File: config.mk
export PLATFORM = sky130hd
export DESIGN_NAME = noise_voice_scheduler_flat
export DESIGN_NICKNAME = d
export VERILOG_FILES = /design/src/rtl/noise_voice_scheduler_pkg.sv /design/src/rtl/noise_voice_scheduler_if.sv /design/src/rtl/noise_voice_scheduler_envelope.sv /design/src/rtl/noise_voice_scheduler.sv /design/src/flat_wrapper.sv
export SDC_FILE = /design/constraint.sdc
export NUM_CORES = 1
export LEC_CHECK = 0
export CORE_ASPECT_RATIO = 0.7
export CORE_MARGIN = 4
export CORE_UTILIZATION = 45
export DETAILED_ROUTE_END_ITERATION = 10
export GPL_TIMING_DRIVEN = 0
export PLACE_DENSITY_LB_ADDON = 0.08
export SYNTH_ARGS = -nofsm -noshare
export SYNTH_HDL_FRONTEND = slang
export SYNTH_HIERARCHICAL = 1
export SYNTH_SLANG_ARGS = --single-unit
File: constraint.sdc
create_clock -name audio_tick -period 5.36 [get_ports audio_tick]
set_input_delay 0.804 -clock audio_tick [delete_from_list [all_inputs] [get_ports audio_tick]]
set_output_delay 0.804 -clock audio_tick [all_outputs]
set_load 0.03 [all_outputs]
File: src/rtl/noise_voice_scheduler_pkg.sv
// rtl/noise_voice_scheduler_pkg.sv - shared types, default widths and helpers for the noise voice scheduler
package noise_sched_pkg;

  typedef enum logic [1:0] {
    ST_IDLE = 2'd0,
    ST_SEED = 2'd1,
    ST_PLAY = 2'd2
  } state_e;

  localparam int DEF_ENV_WIDTH  = 8;
  localparam int DEF_RATE_WIDTH = 4;
  localparam int ENV_MAX        = (2 ** DEF_ENV_WIDTH) - 1;
  // Wide enough to count 0 .. 2^rate-1 for the largest rate code.
  localparam int PRESC_WIDTH    = (2 ** DEF_RATE_WIDTH) - 1;

  function automatic int lowest_set(input logic [31:0] v);
    int result;
    result = 0;
    for (int i = 31; i >= 0; i--) begin
      if (v[i]) result = i;
    end
    return result;
  endfunction

endpackage

File: src/rtl/noise_voice_scheduler_if.sv
// rtl/noise_voice_scheduler_if.sv - trigger, noise and audio-side signal bundle of the scheduler
interface noise_voice_scheduler_if #(
  parameter int NUM_VOICES  = 4,
  parameter int RATE_WIDTH  = 4,
  parameter int OWNER_WIDTH = 2
);
  logic [NUM_VOICES-1:0]            trig;
  logic [NUM_VOICES*RATE_WIDTH-1:0] decay_rate;
  logic [9:0]                       noise_in;
  logic                             noise_reset;
  logic [9:0]                       voice_out;
  logic [OWNER_WIDTH-1:0]           owner;
  logic                             active;

  modport master (
    output trig, decay_rate, noise_in,
    input  noise_reset, voice_out, owner, active
  );

  modport slave (
    input  trig, decay_rate, noise_in,
    output noise_reset, voice_out, owner, active
  );
endinterface

File: src/rtl/noise_voice_scheduler_envelope.sv
// rtl/noise_voice_scheduler_envelope.sv - rate prescaler and linear envelope down-counter
module noise_envelope #(
  parameter int ENV_WIDTH   = 8,
  parameter int RATE_WIDTH  = 4,
  parameter int PRESC_WIDTH = (2 ** RATE_WIDTH) - 1
) (
  input  logic                  clk,
  input  logic                  reset,
  input  logic                  load,
  input  logic                  step_en,
  input  logic [RATE_WIDTH-1:0] rate,
  output logic [ENV_WIDTH-1:0]  env,
  output logic                  done
);
  logic [RATE_WIDTH-1:0]  rate_q, rate_d;
  logic [PRESC_WIDTH-1:0] presc_q, presc_d, presc_term;
  logic [ENV_WIDTH-1:0]   env_q, env_d;
  logic                   terminal;

  always_comb begin
    presc_term = '0;
    for (int i = 0; i < PRESC_WIDTH; i++) begin
      presc_term[i] = (i < int'(rate_q));
    end
    terminal = (presc_q == presc_term);
    done     = step_en && terminal && (env_q == ENV_WIDTH'(1));

    rate_d  = rate_q;
    presc_d = presc_q;
    env_d   = env_q;
    if (load) begin
      rate_d  = rate;
      presc_d = '0;
      env_d   = '1;
    end else if (step_en) begin
      if (terminal) begin
        presc_d = '0;
        if (env_q != '0) env_d = env_q - ENV_WIDTH'(1);
      end else begin
        presc_d = presc_q + PRESC_WIDTH'(1);
      end
    end
  end

  always_ff @(posedge clk) begin
    if (reset) begin
      rate_q  <= '0;
      presc_q <= '0;
      env_q   <= '0;
    end else begin
      rate_q  <= rate_d;
      presc_q <= presc_d;
      env_q   <= env_d;
    end
  end

  assign env = env_q;
endmodule

File: src/rtl/noise_voice_scheduler.sv
// rtl/noise_voice_scheduler.sv - fixed-priority owner of the shared noise source; NOISE_SCHED_QUEUE_EN adds pending queue
module noise_voice_scheduler
  import noise_sched_pkg::*;
#(
  parameter int NUM_VOICES = 4,
  parameter int ENV_WIDTH  = DEF_ENV_WIDTH,
  parameter int RATE_WIDTH = DEF_RATE_WIDTH
) (
  input  logic              audio_tick,
  input  logic              reset,
  noise_voice_scheduler_if.slave bus
);
  localparam int OW = (NUM_VOICES > 1) ? $clog2(NUM_VOICES) : 1;
  localparam logic [1:0] IDLE = ST_IDLE;
  localparam logic [1:0] SEED = ST_SEED;
  localparam logic [1:0] PLAY = ST_PLAY;

  logic [1:0]              state_q, state_d;
  logic [OW-1:0]           owner_q, owner_d;
  logic [OW-1:0]           win_idx, req_idx, pend_idx;
  logic                    noise_reset_q, noise_reset_d;
  logic                    active_q, active_d;
  logic [9:0]              voice_out_q, voice_out_d;
  logic [NUM_VOICES-1:0]   pend_set, req;
  logic [RATE_WIDTH-1:0]   owner_rate;
  logic [ENV_WIDTH-1:0]    env;
  logic                    env_done;
  logic [9+ENV_WIDTH:0]    product;

`ifdef NOISE_SCHED_QUEUE_EN
  logic [NUM_VOICES-1:0] pending_q, pending_d;

  // Every trig not starting a hit this tick is parked; the starter's bit is cleared.
  assign pend_set = pending_q | bus.trig;

  always_comb begin
    pending_d = pend_set;
    if (state_d == SEED) pending_d[owner_d] = 1'b0;
  end

  always_ff @(posedge audio_tick) begin
    if (reset) pending_q <= '0;
    else       pending_q <= pending_d;
  end
`else
  assign pend_set = '0;
`endif

  assign owner_rate = bus.decay_rate[int'(owner_q)*RATE_WIDTH +: RATE_WIDTH];

  noise_envelope #(
    .ENV_WIDTH  (ENV_WIDTH),
    .RATE_WIDTH (RATE_WIDTH)
  ) u_env (
    .clk     (audio_tick),
    .reset   (reset),
    .load    (state_q == SEED),
    .step_en (state_q == PLAY),
    .rate    (owner_rate),
    .env     (env),
    .done    (env_done)
  );

  always_comb begin
    state_d  = state_q;
    owner_d  = owner_q;
    req      = bus.trig | pend_set;
    win_idx  = OW'(lowest_set(32'(bus.trig)));
    req_idx  = OW'(lowest_set(32'(req)));
    pend_idx = OW'(lowest_set(32'(pend_set)));
    case (state_q)
      IDLE: begin
        if (|req) begin
          state_d = SEED;
          owner_d = req_idx;
        end
      end
      SEED, PLAY: begin
        if ((|bus.trig) && (win_idx <= owner_q)) begin
          state_d = SEED;
          owner_d = win_idx;
        end else if (state_q == SEED) begin
          state_d = PLAY;
        end else if (env_done) begin
          if (|pend_set) begin
            state_d = SEED;
            owner_d = pend_idx;
          end else begin
            state_d = IDLE;
          end
        end
      end
      default: state_d = IDLE;
    endcase

    noise_reset_d = (state_d == SEED);
    active_d      = (state_d == PLAY);
    product       = {{ENV_WIDTH{1'b0}}, bus.noise_in} * {10'b0, env};
    voice_out_d   = (state_q == PLAY) ? 10'(product >> ENV_WIDTH) : 10'd0;
  end

  always_ff @(posedge audio_tick) begin
    if (reset) begin
      state_q       <= IDLE;
      owner_q       <= '0;
      noise_reset_q <= 1'b0;
      active_q      <= 1'b0;
      voice_out_q   <= '0;
    end else begin
      state_q       <= state_d;
      owner_q       <= owner_d;
      noise_reset_q <= noise_reset_d;
      active_q      <= active_d;
      voice_out_q   <= voice_out_d;
    end
  end

  assign bus.noise_reset = noise_reset_q;
  assign bus.active      = active_q;
  assign bus.owner       = owner_q;
  assign bus.voice_out   = voice_out_q;
endmodule
File: src/flat_wrapper.sv
// flat-port wrapper written by rule: the top's interface ports become plain ports
module noise_voice_scheduler_flat import noise_sched_pkg::*;
#(
  parameter int NUM_VOICES = 4,
  parameter int ENV_WIDTH  = DEF_ENV_WIDTH,
  parameter int RATE_WIDTH = DEF_RATE_WIDTH
)
  (audio_tick, reset, bus_trig, bus_decay_rate, bus_noise_in, bus_noise_reset, bus_voice_out, bus_owner, bus_active);
  noise_voice_scheduler_if #(.NUM_VOICES(NUM_VOICES), .RATE_WIDTH(RATE_WIDTH)) bus_i ();
  input  logic audio_tick;
  input  logic reset;
  input wire logic [$bits(bus_i.trig)-1:0] bus_trig;
  input wire logic [$bits(bus_i.decay_rate)-1:0] bus_decay_rate;
  input wire logic [$bits(bus_i.noise_in)-1:0] bus_noise_in;
  output wire logic [$bits(bus_i.noise_reset)-1:0] bus_noise_reset;
  output wire logic [$bits(bus_i.voice_out)-1:0] bus_voice_out;
  output wire logic [$bits(bus_i.owner)-1:0] bus_owner;
  output wire logic [$bits(bus_i.active)-1:0] bus_active;
  assign bus_i.trig = bus_trig;
  assign bus_i.decay_rate = bus_decay_rate;
  assign bus_i.noise_in = bus_noise_in;
  assign bus_noise_reset = bus_i.noise_reset;
  assign bus_voice_out = bus_i.voice_out;
  assign bus_owner = bus_i.owner;
  assign bus_active = bus_i.active;
  noise_voice_scheduler #(.NUM_VOICES(NUM_VOICES), .ENV_WIDTH(ENV_WIDTH), .RATE_WIDTH(RATE_WIDTH)) u_core (.audio_tick(audio_tick), .reset(reset), .bus(bus_i));
endmodule
==> results.py <==
metrics = {
    "run_status": {
        "status": "finished clean",
    },
    "grt": {
        "grt_overflow": 0,
        "grt_pass1_vias": 4020,
        "grt_usage": 0.195,
        "grt_max_degree": 17,
        "grt_pass1_wl_um": 20000,
        "antenna_found_initial": 0,
    },
    "clocking": {
        "cts_tree": "done",
        "cts-root-buf": "clkbuf_16",
        "clockBufferDepth": 2,
        "clkLatencyLatePin_ns": 0.29,
        "cts_resized": 0,
        "htree_num_levels": 2,
        "path_clk_slew_ns": 0.07,
        "cts_hold_buf": 0,
        "post_cts_buffers": 0,
        "numCtsBuffers": 5,
        "clock_sinks": 43,
    },
    "worst_hold_path": {
        "holdCritPathClass": "reg -> reg",
        "hold_path_end": "u_core/u_env/presc_q[0]",
        "min-delay-start": "u_core/u_env/presc_q[0]",
        "min_path_cells": 2,
    },
    "sta": {
        "setup_viol": 0,
        "worst_pin_slew_ns": 0.661,
        "setup_slack_ns": 0.107,
        "slew_viol_final": 0,
        "whs_ns": 0.559,
        "post-route-period-util": 0.980,
        "relSlewSlack": 0.559,
        "final_hold_viol_count": 0,
        "fin_crit_ns": 5.25,
        "setup_tns_ns": 0,
        "fmax_mhz": 190,
        "skew_ns": 0.00529,
        "rsz0062_at_grt": "true",
    },
    "die": {
        "core-area_um2": 10500,
        "die_area_um2": 12600,
        "rows": 31,
        "pin_count": 46,
        "start_util": 0.468,
        "die_h_um": 95.3,
        "die_w_um": 133,
    },
    "finish": {
        "final-seq-area_um2": 861,
        "fin_area_um2": 5690,
        "layout_common_cells": "68 x and2_1, 68 x inv_1, 48 x nand2_1",
        "nFillCells": 996,
        "multiInputGateArea_um2": 3710,
        "area_growth_pct": 16.2,
        "diodes": 0,
        "drive_above_1_share": 0.0413,
        "nets": 752,
    },
    "route": {
        "wirelength_um": 12000,
        "detail-route-antenna-nets": 0,
        "vias": 4221,
        "dr.pass1.iters": 5,
        "drt_iter0_markers": 323,
        "drc": 0,
        "viasPerCell": 5.54,
        "wl_per_cell_um": 15.7,
    },
    "power": {
        "pwr-share-clk": 0.189,
        "irDropWorstVdd_v": 0.000152,
        "total_leakage_power_nw": 2.44,
        "internal_power_w": 0.00102,
        "switching_share": 0.467,
        "seq_power_share": 0.216,
        "p_sw_w": 0.000895,
        "powerDensity_nw_per_um2": 336,
        "p_comb_frac": 0.595,
    },
    "place": {
        "post-dp-hpwl_um": 9410,
        "place.gp.congestion": 0.933,
        "place_ws_ns": -0.199,
        "dpl_cell_area_um2": 5510,
        "port_buffers": 45,
    },
    "critical_path": {
        "worstPathArrival_ns": 5.49,
        "r2r_cells": 13,
        "reg2reg_to": "u_core/bus.voice_out[7]",
        "slowest_stage": "clkdlybuf4s50_1",
        "end_kind": "flip-flop",
        "cp.required_ns": 5.60,
        "worstSetupStartpointType": "primary input",
        "crit_type": "in -> reg",
        "path_common_cell": "fa_1",
        "r2r-start": "u_core/u_env/env[3]",
        "critical-path-max-stage-delay_ns": 0.61,
        "r2r_slack_ns": 0.63,
        "path_max_fanout": 8,
        "worstPathCellList": "clkdlybuf4s50_1 -> and2_1 -> fa_1 -> fa_1 -> fa_1 -> fa_1 -> ha_1 -> clkbuf_1 -> nand4_1 -> nor4_1 -> a21oi_1 -> a211o_1 -> nand2_1",
    },
    "synthesis": {
        "synth_top_area_frac": 0.192,
        "synthTopCellsByArea": "fa_1 19%, dfxtp_1 18%, ha_1 11%",
        "synth_seq_cells": 43,
        "synth-main-ff-cell": "dfxtp_1",
        "synth-warning-count": 6,
        "synth_edf_count": 0,
        "yosysTopAreaCell": "fa_1",
        "yosysSeqAreaShare": 0.176,
        "synthesis.area_um2": 4900,
        "ys_types": 57,
        "syn_nets": 700,
        "async_reset_ff_frac": 0,
        "syn_avg_cell_area_um2": 8.49,
        "syn_inst": 577,
    },
    "job": {
        "maxCapViolCount": 0,
    },
}
layer usage:
metal	vias up	share of wire	GRT usage
li1	2053	-	-
met1	2031	0.52	0.305
met2	128	0.41	0.275
met3	9	0.061	0.0422
met4	0	0.0095	0.0363
met5	-	0	0
through the flow:
step                      std cells  total power [W]  utilization
after detailed placement        754          0.00155        0.526
after floorplan                 577          0.00125            -
final                           762          0.00192        0.544
after global placement          754          0.00152        0.526
after CTS                       762          0.00192        0.543
after global routing            762          0.00212        0.544
Yosys cell counts (all sizes together), types with 3 or more instances:
library cell	count
a21boi	3
o31a	7
nand4	10
a31oi	3
nand2	48
xnor2	6
nor2b	6
o211ai	6
xor2	15
and3	3
dfxtp	43
inv	68
ha	44
mux2i	7
nor3	16
o21ai	18
mux4	4
o31ai	3
and2	69
and4	3
buf	7
nor2	42
clkbuf	10
nand3	8
nand2b	4
a21oi	23
nor4	11
o21a	6
a211oi	7
fa	47
critical path, delay by kind of cell:
family,cells,cell delay (ns)
AOI/OAI and AO/OA,2,0.48
adders and majority gates,5,2.32
buffers and inverters,2,0.89
and+or+nand+nor,4,0.98
state kept, by name, indices dropped and copies added (netlist names):
| name | cells |
|---|---|
| u_core/bus.noise_reset | 1 |
| u_core/bus.voice_out | 10 |
| u_core/u_env/env | 8 |
| u_core/bus.owner | 2 |
| u_core/u_env/rate_q | 4 |
| u_core/state_q | 2 |
| u_core/u_env/presc_q | 15 |
| u_core/bus.active | 1 |
power groups by stage:
stage                     clock network (W)  registers, W  logic (W)
after detailed placement                  0      0.000418    0.00113
after global routing               0.000386      0.000420    0.00131
after global placement                    0      0.000417    0.00110
after CTS                          0.000373      0.000411    0.00114
final                              0.000362      0.000413    0.00114
after floorplan                           0      0.000400   0.000849
cell families after synthesis:
| group | after synthesis | share of synthesized area |
|---|---|---|
| simple gates | 233 | 0.252 |
| fa+ha+maj | 91 | 0.305 |
| mux | 11 | 0.0327 |
| xor+xnor | 21 | 0.0376 |
| compound gates | 93 | 0.130 |
| buf+inv | 85 | 0.0680 |
| flops | 43 | 0.176 |
layout make-up:
class	instances	area share
Clock inverter	3	0.00769
Inverter	68	0.0448
Multi-Input combinational cell	449	0.652
Timing Repair Buffer	45	0.0791
Tap cell	132	0.0290
Buffer	17	0.0138
Sequential cell	43	0.151
Clock buffer	5	0.0220
worst max-delay path by stage:
stage,cells past startpoint,end,slack [ns],from
after floorplan,14,u_core/bus.voice_out[8],0.88,bus_noise_in[5]
after global placement,15,u_core/bus.voice_out[8],-0.18,bus_noise_in[5]
after detailed placement,15,u_core/bus.voice_out[8],-0.20,bus_noise_in[5]
after CTS,13,u_core/bus.voice_out[8],0.09,bus_noise_in[3]
after global routing,13,u_core/bus.voice_out[7],-0.1,bus_noise_in[3]
final,13,u_core/bus.voice_out[7],0.11,bus_noise_in[3]
No activity file was read; power rests on OpenSTA's default activity.
